**src/rtl/alu_op_sequencer.sv**
```systemverilog
// Sequencing controller for the four ALU units (subtract, nand, leading ones,
// one-hot index). It accepts one request at a time, executes it from latched
// operands, and holds the registered result until the consumer takes it.
//
// state | meaning
// IDLE  | ready for a request; the last result stays on o_y/flags
// EXEC  | operands latched; the selected unit's result is registered this edge
// DONE  | result valid and held until the consumer handshakes it
module alu_op_sequencer #(
   parameter int WIDTH = 4,
   parameter int CNT_W = 8
) (
   input  logic             i_clk,
   input  logic             i_rst,
   input  logic             i_valid,
   output logic             o_ready,
   input  logic [2:0]       i_op,
   input  logic [WIDTH-1:0] i_a,
   input  logic [WIDTH-1:0] i_b,
   output logic             o_valid,
   input  logic             i_ready,
   output logic [WIDTH-1:0] o_y,
   output logic             o_overflow,
   output logic             o_err,
   output logic             o_busy,
   input  logic             i_clr_cnt,
   output logic [CNT_W-1:0] o_ovf_cnt,
   output logic [CNT_W-1:0] o_err_cnt
);

   localparam int W2   = 2 * WIDTH;
   localparam int LO_W = $clog2(W2 + 1);

   typedef enum logic [1:0] {IDLE, EXEC, DONE} state_t;

   state_t           state_q, state_d;
   logic [2:0]       op_q, op_d;
   logic [WIDTH-1:0] a_q, a_d, b_q, b_d;
   logic [WIDTH-1:0] y_q, y_d;
   logic             ovf_q, ovf_d, err_q, err_d;
   logic [CNT_W-1:0] ovf_cnt_q, ovf_cnt_d, err_cnt_q, err_cnt_d;

   logic [W2-1:0]    cat;
   logic [WIDTH-1:0] sub_y, nand_y, lo_y, oh_y;
   logic             sub_ovf, lo_ovf, lo_run, oh_found, oh_err;
   logic [LO_W-1:0]  lo_cnt;
   logic [WIDTH-1:0] res_y;
   logic             res_ovf, res_err;

   // Unit datapaths, all fed from the latched operands only.
   always_comb begin
      cat     = {b_q, a_q};
      sub_y   = a_q - b_q;
      sub_ovf = (a_q[WIDTH-1] ^ b_q[WIDTH-1]) & (sub_y[WIDTH-1] ^ a_q[WIDTH-1]);
      nand_y  = ~(a_q & b_q);

      lo_cnt = '0;
      lo_run = 1'b1;
      for (int i = W2 - 1; i >= 0; i--) begin
         if (lo_run && cat[i]) lo_cnt = lo_cnt + LO_W'(1);
         else                  lo_run = 1'b0;
      end
      lo_y   = WIDTH'(lo_cnt);
      // Count bits above the result width mean the count no longer fits.
      lo_ovf = |(lo_cnt >> WIDTH);

      // Lowest set bit wins; any further set bit is flagged but not reported.
      oh_y     = '0;
      oh_found = 1'b0;
      oh_err   = 1'b0;
      for (int i = 0; i < W2; i++) begin
         if (cat[i]) begin
            if (oh_found) begin
               oh_err = 1'b1;
            end else begin
               oh_found = 1'b1;
               oh_y     = WIDTH'(i);
            end
         end
      end
   end

   // Select the unit result by latched opcode; illegal opcodes report an error.
   always_comb begin
      res_y   = '0;
      res_ovf = 1'b0;
      res_err = 1'b0;
      case (op_q)
         3'd0: begin
            res_y   = sub_y;
            res_ovf = sub_ovf;
         end
         3'd1: res_y = nand_y;
         3'd2: begin
            res_y   = lo_y;
            res_ovf = lo_ovf;
         end
         3'd3: begin
            res_y   = oh_y;
            res_err = oh_err;
         end
         default: res_err = 1'b1;
      endcase
   end

   // Next-state, operand latch, result register and counter update.
   always_comb begin
      state_d   = state_q;
      op_d      = op_q;
      a_d       = a_q;
      b_d       = b_q;
      y_d       = y_q;
      ovf_d     = ovf_q;
      err_d     = err_q;
      ovf_cnt_d = ovf_cnt_q;
      err_cnt_d = err_cnt_q;
      case (state_q)
         IDLE: begin
            if (i_valid) begin
               op_d    = i_op;
               a_d     = i_a;
               b_d     = i_b;
               state_d = EXEC;
            end
         end
         EXEC: begin
            y_d   = res_y;
            ovf_d = res_ovf;
            err_d = res_err;
            if (res_ovf && (ovf_cnt_q != '1)) ovf_cnt_d = ovf_cnt_q + CNT_W'(1);
            if (res_err && (err_cnt_q != '1)) err_cnt_d = err_cnt_q + CNT_W'(1);
            state_d = DONE;
         end
         DONE: begin
            if (i_ready) state_d = IDLE;
         end
         default: state_d = IDLE;
      endcase
      // Clear beats a same-edge increment.
      if (i_clr_cnt) begin
         ovf_cnt_d = '0;
         err_cnt_d = '0;
      end
   end

   // State and datapath registers; reset discards any in-flight operation.
   always_ff @(posedge i_clk or posedge i_rst) begin
      if (i_rst) begin
         state_q   <= IDLE;
         op_q      <= '0;
         a_q       <= '0;
         b_q       <= '0;
         y_q       <= '0;
         ovf_q     <= 1'b0;
         err_q     <= 1'b0;
         ovf_cnt_q <= '0;
         err_cnt_q <= '0;
      end else begin
         state_q   <= state_d;
         op_q      <= op_d;
         a_q       <= a_d;
         b_q       <= b_d;
         y_q       <= y_d;
         ovf_q     <= ovf_d;
         err_q     <= err_d;
         ovf_cnt_q <= ovf_cnt_d;
         err_cnt_q <= err_cnt_d;
      end
   end

   assign o_ready    = (state_q == IDLE);
   assign o_valid    = (state_q == DONE);
   assign o_busy     = (state_q != IDLE);
   assign o_y        = y_q;
   assign o_overflow = ovf_q;
   assign o_err      = err_q;
   assign o_ovf_cnt  = ovf_cnt_q;
   assign o_err_cnt  = err_cnt_q;

endmodule

```
**config.mk**
```make
export PLATFORM = sky130hd
export DESIGN_NAME = alu_op_sequencer
export DESIGN_NICKNAME = d
export VERILOG_FILES = /design/src/rtl/alu_op_sequencer.sv
export SDC_FILE = /design/constraint.sdc
export NUM_CORES = 1
export LEC_CHECK = 0
export ABC_AREA = 1
export CAP_MARGIN = 20
export CORE_MARGIN = 2
export CORE_UTILIZATION = 29
export DETAILED_ROUTE_END_ITERATION = 10
export SYNTH_ARGS = -nofsm -noshare
export SYNTH_HDL_FRONTEND = slang
export SYNTH_SLANG_ARGS = --single-unit
```
**constraint.sdc**
```tcl
create_clock -name i_clk -period 6.05 [get_ports i_clk]
set_input_delay 1.5125 -clock i_clk [delete_from_list [all_inputs] [get_ports i_clk]]
set_output_delay 1.5125 -clock i_clk [all_outputs]
set_load 0.05 [all_outputs]
```
# Word-level counts from Yosys, hierarchy flattened
# Index checks and enable logic that the tools add are counted.
word_totals:
  out_inout_bits: 25
  latchBits: 0
  regBits: 35
  wordCells: 115
  mem_bits_rw: 0
  romBits: 0
  inputBits: 16
  n_memories: 0
classes:
  mux: 62
  n_lt_le_gt_ge: 0
  bitwise_logic: 5
  n_addsub: 10
  n_eq_ne: 9
  n_mul: 0
  n_reduce_logical: 20
  div_mod_pow: 0
  n_shift: 0
op_table:
  columns: ["op", "count"]
  rows:
  - ["4-bit 2-to-1 mux", 19]
  - ["8-bit 2-to-1 mux", 6]
  - ["1-bit 2-to-1 mux", 32]
  - ["4-bit by 1-bit adder with 4-bit output (second input constant)", 7]
  - ["8-bit by 1-bit adder with 8-bit output (second input constant)", 2]
  - ["8-bit inequality test (second input constant)", 2]
  - ["4-bit case mux with 4 select lines", 1]
  - ["1-bit logical AND", 9]
  - ["2-bit AND reduction", 4]
  - ["2-bit nonzero test", 4]
  - ["3-bit by 2-bit == test with 1-bit output (second input constant)", 2]
  - ["2-bit case mux with 3 select lines", 1]
  - ["4-bit AND", 1]
  - ["2-bit 2-to-1 mux", 2]
  - ["4-bit NOT", 1]
  - ["4-bit subtractor", 1]
  - ["3-bit by 1-bit == test with 1-bit output (second input constant)", 1]
  - ["3-bit logical NOT", 1]
  - ["3-bit OR reduction", 1]
  - ["2-bit by 1-bit == test with 1-bit output (second input constant)", 1]
  - ["2-bit == test (second input constant)", 1]
  - ["2-bit logical NOT", 1]
  - ["2-bit by 1-bit inequality test with 1-bit output (second input constant)", 1]
  - ["2-bit inequality test (second input constant)", 1]
  - ["other kinds (3)", 4]

# Logic depth before layout (Yosys ltp)
# Gate-level depths: netlist (run 1).
logic_depth:
  depth_word: 20
  depth_mapped: 18
  ltp_nobuf: 18

# Worst setup path after synthesis (run 1)
# No wires, ideal clock.
synth_path:
  path_kind: "reg-to-output"
  start: "reg state_q[0]"
  end: "out o_busy"
  path_buffers: 0
  t_arrival_ns: 1.575
  path_stages_with_launch: 3
  slack_ns: 2.962
  t_required_ns: 4.537
  path_cell_list: "dfrtp_1 > nor2_1 > inv_1"
synth_between:
  elab_chain_len: 1
synth_lines:
  columns: ["element", "line_no", "rtl"]
  rows:
  - ["from (decl)", "36", "state_t state_q, state_d;"]
  - ["from (signal assigned)", "159", "state_q <= state_d;"]
  - ["2-bit nonzero test", "173", "assign o_busy = (state_q != IDLE);"]
  - ["to (decl)", "25", "output logic o_busy,"]
# Every way passes these cells.

# Final worst setup path (run 1)
layout_path:
  start: "reg state_q[0]"
  end: "out o_ready"
layout_between:
  elab_chain_len: 1
layout_lines:
  columns: ["element", "line_no", "rtl"]
  rows:
  - ["2-bit logical NOT", "171", "assign o_ready = (state_q == IDLE);"]
  - ["to (decl)", "16", "output logic o_ready,"]
# Every way passes these cells.

==> summary.md, run 1 <==
| Metric | Value |
|---|---|
| Status | finished clean |
| Number of synthesized register bits | 35 |
| Die H | 93.99 um |
| WL final | 5469 um |
| Setup TNS | 0 ps |
| # setup viols final | 0 |
| Ports | 41 |
| CTS Buf Count | 5 |
| Worst Setup End Kind | output port |
| Most frequent standard cell in the layout excluding fill and tap cells | nand2_1 |
| Pwr/cell area | 426.0 nW/um^2 |
| Post-synth EDFFs | 0 |
| Final worst slack | 2808 ps |
| Actual slew at the worst max-slew pin | 532.0 ps |
| Die area | 8834 um^2 |
| CP required | 4540 ps |
| Sequential-to-total area share from yosys stat | 37.29% |
| Post-CTS sizing | 0 |
| Num rows | 32 |
| Leak Pwr | 1.416 nW |
| H-tree depth | 2 |
| Top FF cell, synth | dfrtp_1 |
| Clk root buf | clkbuf_8 |
| Startpoint Class | register |
| Max Freq | 308.4 MHz |
| Hpwl dp | 4258 um |
| Min-delay worst type | reg -> reg |
| GPL Wtd Cong | 0.8386 |
| Nets | 394 |
| Layout area overhead | 26.64% |
| Syn Inst Count | 320 |
| Relative slew slack | 64.50% |
| Number of port buffers | 40 |
| DRC violation count after routing | 0 |
| Clock transition at path regs | 80 ps |
| Crit-path max FO | 4 |
| Grt ovf | 0 |
| Die W | 93.99 um |
| Hold-fix buffers at CTS | 0 |
| Crit-path cells | nor2_1, clkdlybuf4s50_1 |
| Post-CTS Repair Setup Buffers | 0 |
| Fin util | 38.29% |
| Share of layout cells above drive strength 1 | 8.767% |
| Fin. max-slew vios | 0 |
| WP data arrival | 1730 ps |
| CTS tree | done |
| GRT Total Usage | 13.62% |
| Post-Syn Nets | 350 |
| CTS Sinks | 35 |
| Antenna-violating nets left | 0 |
| Design Power | 1.267 mW |
| Netlist cell types | 33 |
| Dpl ws | 2989 ps |
| Mapped cell area | 2349 um^2 |
| Clock Skews | 3.392 ps |
| Largest stage delay on the critical path | 840 ps |
| Peak VDD IR | 0.2518 mV |
| CP max-delay cell | clkdlybuf4s50_1 |
| Via/cell ratio | 4.552 |
| Core ar. | 7767 um^2 |
| RSZ-0062 raised after global routing | no |
| Buffers and inverters on the worst path | 1 |
| Antenna diode instance count | 0 |
| Worst-skew pair later-pin latency | 290 ps |
| Routed wire per std cell | 11.71 um |
| Vias | 2126 |
| Synth warnings | 0 |
| Vias in the first global route | 2055 |
| Delay-heaviest family, CP | buffers and inverters |
| Largest net degree at the start of global routing | 36 |
| Critical path class | reg -> out |
| Drt first pass iters | 4 |
| Clk buf depth | 2 |
| Ys async rst share | 100.0% |
| Final Cycle Share | 53.59% |
| Global-route wire length before repair | 9584 um |
| Number of DRC markers in iteration 0 | 85 |
| Mean Syn Cell Area | 7.339 um^2 |
| Initial Util | 30.24% |
| Filler cell count | 812 |
| Fin Hold WS | 480.5 ps |
| Max-cap violations | 0 |
| Final Hold Viols | 0 |
| Initial antenna violation count | 0 |
| Most frequent cells in the layout | 96 x nand2_1, 40 x clkdlybuf4s50_1, 38 x inv_1 |
| Fin crit period | 3242 ps |
-- per-stage QoR --
step | instances | cell area (um^2)
after global routing | 467 | 2974
final | 467 | 2974
after global placement | 459 | 2861
after floorplan | 320 | 2349
after CTS | 467 | 2974
after detailed placement | 459 | 2861
-- cell usage after synthesis, types with 5 or more instances --
| master | number | area share (%) |
|---|---|---|
| a21oi_1 | 10 | 2.1 |
| dfrtp_1 | 35 | 37 |
| ha_1 | 13 | 6.9 |
| inv_1 | 38 | 6.1 |
| nand2_1 | 96 | 15 |
| nand2_2 | 5 | 1.3 |
| nand3_1 | 25 | 5.3 |
| nand4_1 | 6 | 1.6 |
| nor2_1 | 23 | 3.7 |
| nor2_2 | 5 | 1.3 |
| nor3_1 | 6 | 1.3 |
| o21ai_0 | 17 | 3.6 |
| xor2_1 | 6 | 2.2 |
-- kinds of logic after synthesis --
logic type	count (synthesis)	share of synthesized area, %
simple gates	177	34.79
buf+inv	47	7.831
xor+xnor	8	2.984
compound gates	39	9.324
flops	35	37.29
fa+ha+maj	14	7.779
-- per-layer routing --
metal	up-vias	wire length [um]	GRT usage, %
li1	1123	-	-
met1	961	2746	18.87
met2	37	2465	21.49
met3	5	199	2.648
met4	0	57	4.106
met5	-	0	0
-- area by class of cell --
cell class / count / area [um^2] / share of cell area [%]
clock buffers: 5 / 68.82 / 2.314
clock inverters: 3 / 43.79 / 1.472
inverters: 43 / 161.4 / 5.427
multi-input cells: 238 / 1289 / 43.33
flip-flops and latches: 35 / 875.8 / 29.45
well taps: 102 / 127.6 / 4.291
repair buffers: 41 / 407.9 / 13.71
-- flip-flops by register name, indices dropped and copies added, names as in the netlist --
register    count
o_y             4
o_err           1
op_q            3
state_q         2
a_q             4
o_err_cnt       8
o_ovf_cnt       8
o_overflow      1
b_q             4
-- report_power, final --
part	switching, mW	leakage (nW)	internal, mW
clock network	0.0947	0.0581	0.123
registers	0.0858	0.463	0.293
logic	0.437	0.895	0.233
-- final timing paths --
path	cells after the start	endpoint	slack, ps	from
max in group asynchronous	3	a_q[1]	4110	i_rst
worst max register to register	15	o_y[1]	3440	b_q[2]
worst min register to register	2	o_y[0]	480	o_y[0]
worst max-delay path	2	o_ready	2810	state_q[0]
worst min-delay path	2	o_y[0]	480	o_y[0]
min in group asynchronous	3	o_err_cnt[5]	1620	i_rst
-- tightest hold or removal path, cell delays in order, from the launching register on --
cell	delay, ps
dfrtp_1	350
nand2_1	50
nand2_1	50
Note: power is estimated with default switching activity, not from simulation.
==> inputs of run 2 (changes only) <==
==> constraint.sdc (replaced) <==
create_clock -name i_clk -period 3.1 [get_ports i_clk]
set_input_delay 0.775 -clock i_clk [delete_from_list [all_inputs] [get_ports i_clk]]
set_output_delay 0.775 -clock i_clk [all_outputs]
set_load 0.05 [all_outputs]
==> run 2 against run 1 <==
  * Combinational power grew 96%
  * Utilization is the same
  * Clock-buffer cell count unchanged
  * Die area is the same
  * Clock power is 98% higher
  * Critical path depth did not move
  * Via count is 1.4% higher
  * Worst setup slack lost 2200 ps
  * Wire length is 1.3% lower
  * Hold slack improved by 15 ps
==> summary.md, run 2 (same netlist as run 1, synthesis figures left out) <==
| Metric | Value |
|---|---|
| Status | finished clean |
| Clk buf depth | 2 |
| Share of layout cells above drive strength 1 | 8.767% |
| Grt ovf | 0 |
| WL final | 5397 um |
| Leak Pwr | 1.416 nW |
| Relative slew slack | 64.67% |
| Critical path class | reg -> out |
| Nets | 394 |
| Fin util | 38.29% |
| RSZ-0062 raised after global routing | no |
| Die H | 93.99 um |
| Num rows | 32 |
| Core ar. | 7767 um^2 |
| Fin. max-slew vios | 0 |
| Layout area overhead | 26.64% |
| Routed wire per std cell | 11.56 um |
| Die area | 8834 um^2 |
| Combinational share of power | 52.8% |
| GRT Total Usage | 13.37% |
| Hold-fix buffers at CTS | 0 |
| Min-delay worst type | reg -> reg |
| Pwr/cell area | 831.5 nW/um^2 |
| CTS tree | done |
| DRC violation count after routing | 0 |
| Clk pwr share | 17.3% |
| Vias in the first global route | 2019 |
| Clk root buf | clkbuf_8 |
| Antenna diode instance count | 0 |
| H-tree depth | 2 |
| CP max-delay cell | clkdlybuf4s50_1 |
| Delay-heaviest family, CP | buffers and inverters |
| Vias | 2155 |
| Via/cell ratio | 4.615 |
| Number of port buffers | 40 |
| Initial antenna violation count | 0 |
| Worst Setup End Kind | output port |
| Final Hold Viols | 0 |
| Initial Util | 30.24% |
| Clock Skews | 10.13 ps |
| Largest net degree at the start of global routing | 36 |
| Fin Hold WS | 495.0 ps |
| Filler cell count | 830 |
| Design Power | 2.473 mW |
| Startpoint Class | register |
| Die W | 93.99 um |
| Setup TNS | 0 ps |
| Number of DRC markers in iteration 0 | 74 |
| Pint | 1.268 mW |
| Largest stage delay on the critical path | 840 ps |
| Peak VDD IR | 0.6501 mV |
| Reg power frac | 29.8% |
| Crit-path cells | nor2_1, clkdlybuf4s50_1 |
| Antenna-violating nets left | 0 |
| # setup viols final | 0 |
| Hpwl dp | 4139 um |
| Clock transition at path regs | 80 ps |
| Post-CTS Repair Setup Buffers | 0 |
| Drt first pass iters | 4 |
| Ports | 41 |
| Net Sw Frac | 48.72% |
| Max Freq | 398.3 MHz |
| CTS Sinks | 35 |
| Global-route wire length before repair | 9459 um |
| Crit-path max FO | 4 |
| NetSw | 1.205 mW |
| CTS Buf Count | 5 |
| Worst-skew pair later-pin latency | 290 ps |
| Final Cycle Share | 80.99% |
| Buffers and inverters on the worst path | 1 |
| Fin crit period | 2511 ps |
| Max-cap violations | 0 |
| WP data arrival | 1740 ps |
| Post-CTS sizing | 0 |
| Most frequent cells in the layout | 96 x nand2_1, 40 x clkdlybuf4s50_1, 38 x inv_1 |
| Most frequent standard cell in the layout excluding fill and tap cells | nand2_1 |
| Actual slew at the worst max-slew pin | 529.4 ps |
| GPL Wtd Cong | 0.9097 |
| CP required | 2320 ps |
-- run 2: cell counts in the layout (fill, tap and decap cells not counted) --
Identical to the previous run, type by type.
-- run 2: metal layers --
metal | part of all wire (%) | global-route usage [%] | wire (um)
met1 | 49 | 18.93 | 2652
met2 | 45 | 20.48 | 2443
met3 | 4.2 | 2.809 | 227
met4 | 1.4 | 3.986 | 74
met5 | 0 | 0 | 0
-- run 2: power groups by stage --
stage / combinational (mW) / clock (mW) / sequential (mW)
floorplan: 0.878 / 0 / 0.819
global placement: 1.29 / 0 / 0.745
detailed placement: 1.30 / 0 / 0.748
CTS: 1.31 / 0.440 / 0.739
global route: 1.48 / 0.463 / 0.760
finish: 1.31 / 0.429 / 0.738
-- run 2: cell type report --
class / count / area (um^2) / share of cell area, %
Multi-Input combinational cell: 238 / 1289 / 43.33
Timing Repair Buffer: 41 / 407.9 / 13.71
Clock buffer: 5 / 68.82 / 2.314
Inverter: 43 / 161.4 / 5.427
Sequential cell: 35 / 875.8 / 29.45
Tap cell: 102 / 127.6 / 4.291
Clock inverter: 3 / 43.79 / 1.472
-- run 2: worst paths after layout --
path / cells past startpoint / end / start / slack (ps)
min in group asynchronous: 3 / o_err_cnt[3] / i_rst / 870
worst min register to register: 2 / o_y[0] / o_y[0] / 500
worst max-delay path: 2 / o_ready / state_q[0] / 590
worst max register to register: 15 / o_y[1] / b_q[2] / 620
worst min-delay path: 2 / o_y[0] / o_y[0] / 500
max in group asynchronous: 3 / a_q[0] / i_rst / 1900
-- run 2: metrics by stage --
stage	instances	area, um^2	worst slack [ps]
6_report	467	2974	589.3
5_1_grt	467	2974	450.5
4_1_cts	467	2974	567.8
3_5_place_dp	459	2861	642.2
3_3_place_gp	459	2861	693.1
2_1_floorplan	320	2349	749.7
-- run 2: worst register-to-register path: cells and delay by family (launching register included) --
kind | cells | cell delay [ps]
AOI/OAI and AO/OA | 2 | 250
adders and majority gates | 3 | 810
buffers and inverters | 1 | 170
DFF | 1 | 400
and+or+nand+nor | 9 | 760
==> RTL edit 1: new RTL, config.mk and constraints of run 2 <==
The 3 states of `state_t` get a one-hot encoding in 3 bits.
--- a/src/rtl/alu_op_sequencer.sv
+++ b/src/rtl/alu_op_sequencer.sv
@@ -32,5 +32,5 @@
    localparam int LO_W = $clog2(W2 + 1);
 
-   typedef enum logic [1:0] {IDLE, EXEC, DONE} state_t;
+   typedef enum logic [2:0] {IDLE = 3'b001, EXEC = 3'b010, DONE = 3'b100} state_t;
 
    state_t           state_q, state_d;
Function: no difference found for any inputs over 10 cycles, from zero or initial values and one cycle with i_rst high; not proved beyond that.
==> RTL edit 1 against run 2 <==
Sequential cell count rose by 1; synthesized area rose by 2.8%; total power rose by 0.86%; sequential power rose by 3.8%; final area rose by 2.0%; routed wire length rose by 4.9%; utilization fell by 0.99 points; clock skew rose by 3.9 ps; clock power fell by 14%; setup slack got worse by 210 ps; critical path type is now reg2reg.
==> RTL edit 1: results (changes against run 2) <==
| Metric | Value |
|---|---|
| Status | completed (unchanged) |
| Slowest stage delay, CP | 430 ps (was 840 ps) |
| Vias per cell | 4.65 (was 4.61) |
| Post-synthesis sequential area ratio | 37.4% (was 37.3%) |
| Placed cell count | 465 (was 459) |
| Post-DP HPWL | 4270 µm (was 4140 µm) |
| CP arrival | 2910 ps (was 1740 ps) |
| FF-to-FF path depth | 17 (was 15) |
| Top cells by count, synth | nand2_1, inv_1, dfrtp_1 (unchanged) |
| Syn Inst Count | 322 (was 320) |
| Crit path launch | b_q[1] (was state_q[0]) |
| VDD IR max | 0.000514 V (was 0.000650 V) |
| Pre-CTS WS | 420 ps (was 642 ps) |
| R2R setup slack | 380 ps (was 620 ps) |
| Critical path peak fanout | 6 (was 4) |
| DP Area | 2940 µm² (was 2860 µm²) |
| Vias post-DR | 2200 (was 2155) |
| Fin crit share | 87.8% (was 81.0%) |
| Share of the synthesized area in compound gates (AO/OA/AOI/OAI) | 10.2% (was 9.32%) |
| GP Congestion | 0.931 (was 0.910) |
| Pin count of the biggest net entering global routing | 37 (was 36) |
| Global-route wire length before repair | 9680 µm (was 9460 µm) |
| Ranking of synthesized cells by area | dfrtp_1, nand2_1, ha_1 (unchanged) |
| Post-Synth Adder-Cell Area | 7.57% (was 7.78%) |
| XOR/XNOR share of the synthesized area | 2.90% (was 2.98%) |
| Total wire length | 5660 µm (was 5400 µm) |
| Skew final | 14.0 ps (was 10.1 ps) |
| Syn_nets | 352 (was 350) |
| Cell family with most CP delay | adder cells (was buffers and inverters) |
| Slew headroom | 62.2% (was 64.7%) |
| Initial antenna violation count | 0 (unchanged) |
| GRT Total Usage | 13.6% (was 13.4%) |
| Worst setup endpoint | o_y[1] (was o_ready) |
| Drt initial violations | 119 (was 74) |
==> RTL edit 1: layer usage <==
layer,track usage [%],routed length (µm)
met2,21.8,2590
met5,0,0
met1,17.9,2690
met3,2.77,247
met4,5.31,134
==> RTL edit 1: worst register-to-register path, delay by kind of cell, from the launching register on <==
family,cells,cell delay (ps)
AOI/OAI and AO/OA,2,420
adders and majority gates,3,820
buffers and inverters,4,310
DFF,1,430
and+or+nand+nor,8,660
==> RTL edit 1: final cells by class <==
cell class | instances | area, µm²
Timing Repair Buffer | 41 | 408
Fill cell | 825 | 5100
Tap cell | 105 | 131
Clock buffer | 7 | 86.3
Sequential cell | 36 | 902
Clock inverter | 1 | 7.51
Inverter | 40 | 150
Multi-Input combinational cell | 243 | 1350
==> RTL edit 1: report_power, final <==
part | internal, µW | switching (µW)
clock | 181 | 189
combinational | 460 | 898
sequential | 598 | 169
total | 1240 | 1260
==> RTL edit 2: new RTL, settings of run 2 <==
Without the edit above. The parameter `WIDTH` goes from 4 to 8.
--- a/src/rtl/alu_op_sequencer.sv
+++ b/src/rtl/alu_op_sequencer.sv
@@ -8,5 +8,5 @@
 // DONE  | result valid and held until the consumer handshakes it
 module alu_op_sequencer #(
-   parameter int WIDTH = 4,
+   parameter int WIDTH = 8,
    parameter int CNT_W = 8
 ) (
Ports: changed (resized i_a, i_b and o_y); port bits go from 41 to 53. The function was not compared with the original's and may differ.
==> RTL edit 2 against run 2 <==
The run now ends with negative setup slack left; maximum frequency decreased by 46%; synthesized area increased by 69%; utilization increased by 6.9 points; count of clock-buffer cells in the layout increased by 1; sequential cell count increased by 12; combinational power increased to 2.6 times the old value; routed wire length increased by 120%; critical path depth increased by 37; setup slack got worse by 2200 ps; hold slack got worse by 7.8 ps; final area increased by 100%; total power increased by 100%; critical endpoint is now o_y[4]; largest cell class unchanged.
==> RTL edit 2: results (changes against run 2) <==
| Metric | Value |
|---|---|
| CP arrival | 4860 ps (was 1740 ps) |
| GP Congestion | 0.917 (was 0.910) |
| DR WL/cell | 13.0 µm (was 11.6 µm) |
| Syn_nets | 646 (was 350) |
| Top cells by count, synth | nand2_1, inv_1, nor2_1 (was nand2_1, inv_1, dfrtp_1) |
| Post-CTS Setup Bufs | 13 (was 0) |
| Slowest stage delay, CP | 410 ps (was 840 ps) |
| Pleak | 0.00306 µW (was 0.00142 µW) |
| Status | finished with violations (was completed) |
| Net total in the final layout | 798 (was 394) |
| VDD IR max | 0.000444 V (was 0.000650 V) |
| Post-synthesis sequential area ratio | 29.6% (was 37.3%) |
| Crit path launch | b_q[6] (was state_q[0]) |
| Slowest CP cell | dfrtp_1 (was clkdlybuf4s50_1) |
| FF-to-FF path depth | 39 (was 15) |
| FILL cells | 1319 (was 830) |
| Synth cell types | 42 (was 33) |
| Syn avg cell area | 6.72 µm² (was 7.34 µm²) |
| CTS resizes | 23 (was 0) |
| Setup_tns | -6120 ps (was 0 ps) |
| GRT Total Usage | 16.7% (was 13.4%) |
| Failing checks | negative setup slack |
| Ranking of synthesized cells by area | dfrtp_1, nand2_1, ha_1 (unchanged) |
| Vias per cell | 4.68 (was 4.61) |
| Worst hold margin | 487 ps (was 495 ps) |
| Setup WS post-layout | -1570 ps (was 589 ps) |
| Global-route wire length before repair | 20000 µm (was 9460 µm) |
| Pin count of the biggest net entering global routing | 48 (was 36) |
| Skew final | 3.95 ps (was 10.1 ps) |
| Int Power | 2630 µW (was 1270 µW) |
| Root buf cell | clkbuf_16 (was clkbuf_8) |
| Final Setup Violations | 5 (was 0) |
| Layout cells sized above 1 | 28.3% (was 8.77%) |
| Worst setup endpoint | o_y[4] (was o_ready) |
| Total wire length | 12000 µm (was 5400 µm) |
| Placed cell count | 893 (was 459) |
| Cell family with most CP delay | simple AND/OR/NAND/NOR gates (was buffers and inverters) |
| Slew at the pin closest to its max-slew limit | 724 ps (was 529 ps) |
| Hold EP | o_y[7] (was o_y[0]) |
[RTL edit 2: cell count changes after synthesis, moves of 5 or more]
cell	change
a21oi_1	+12
nand2_1	+66
nor3_1	+7
o211ai_1	+5
nor2_1	+31
a211oi_1	+5
inv_1	+58
ha_1	+16
dfrtp_1	+12
o21ai_0	+24
[RTL edit 2: routing by layer]
layer	GRT usage [%]	vias to the layer above	share of wire, %
met4	4.80	0	2.1
met5	0	-	0
met2	31.3	78	52
met1	19.4	2005	42
li1	-	2205	-
met3	2.73	21	3.6
[RTL edit 2: cell families after synthesis]
group           Yosys count  synth area share [%]
compound gates          100                  14.4
flops                    47                  29.6
fa+ha+maj                30                  9.63
xor+xnor                  3                 0.661
simple gates            297                  34.8
buf+inv                 115                  11.0
[RTL edit 2: stage by stage]
stage | worst slack (ps) | instance area, µm² | total power, µW | utilization (%)
floorplan | -1290 | 4070 | 2820 | -
global placement | -1490 | 5410 | 3860 | 40.7
detailed placement | -1680 | 5410 | 3950 | 40.7
CTS | -1500 | 5760 | 4740 | 43.3
global route | -1900 | 6000 | 5440 | 45.2
finish | -1570 | 6000 | 5020 | 45.2
[RTL edit 2: power by group through the flow]
stage / logic [µW] / registers, µW / clock network [µW]
final: 3400 / 982 / 641
after global routing: 3760 / 1010 / 676
after CTS: 3110 / 977 / 650
after detailed placement: 2970 / 981 / 0
after global placement: 2890 / 976 / 0
after floorplan: 1620 / 1190 / 0
[RTL edit 2: area by class of cell]
type,instances,area (µm²),share of cell area (%)
multi-input cells,430,2710,45.2
repair buffers,153,1320,21.9
flip-flops and latches,47,1180,19.6
inverters,107,405,6.75
well taps,176,220,3.67
clock buffers,6,139,2.31
clock inverters,2,35.0,0.584
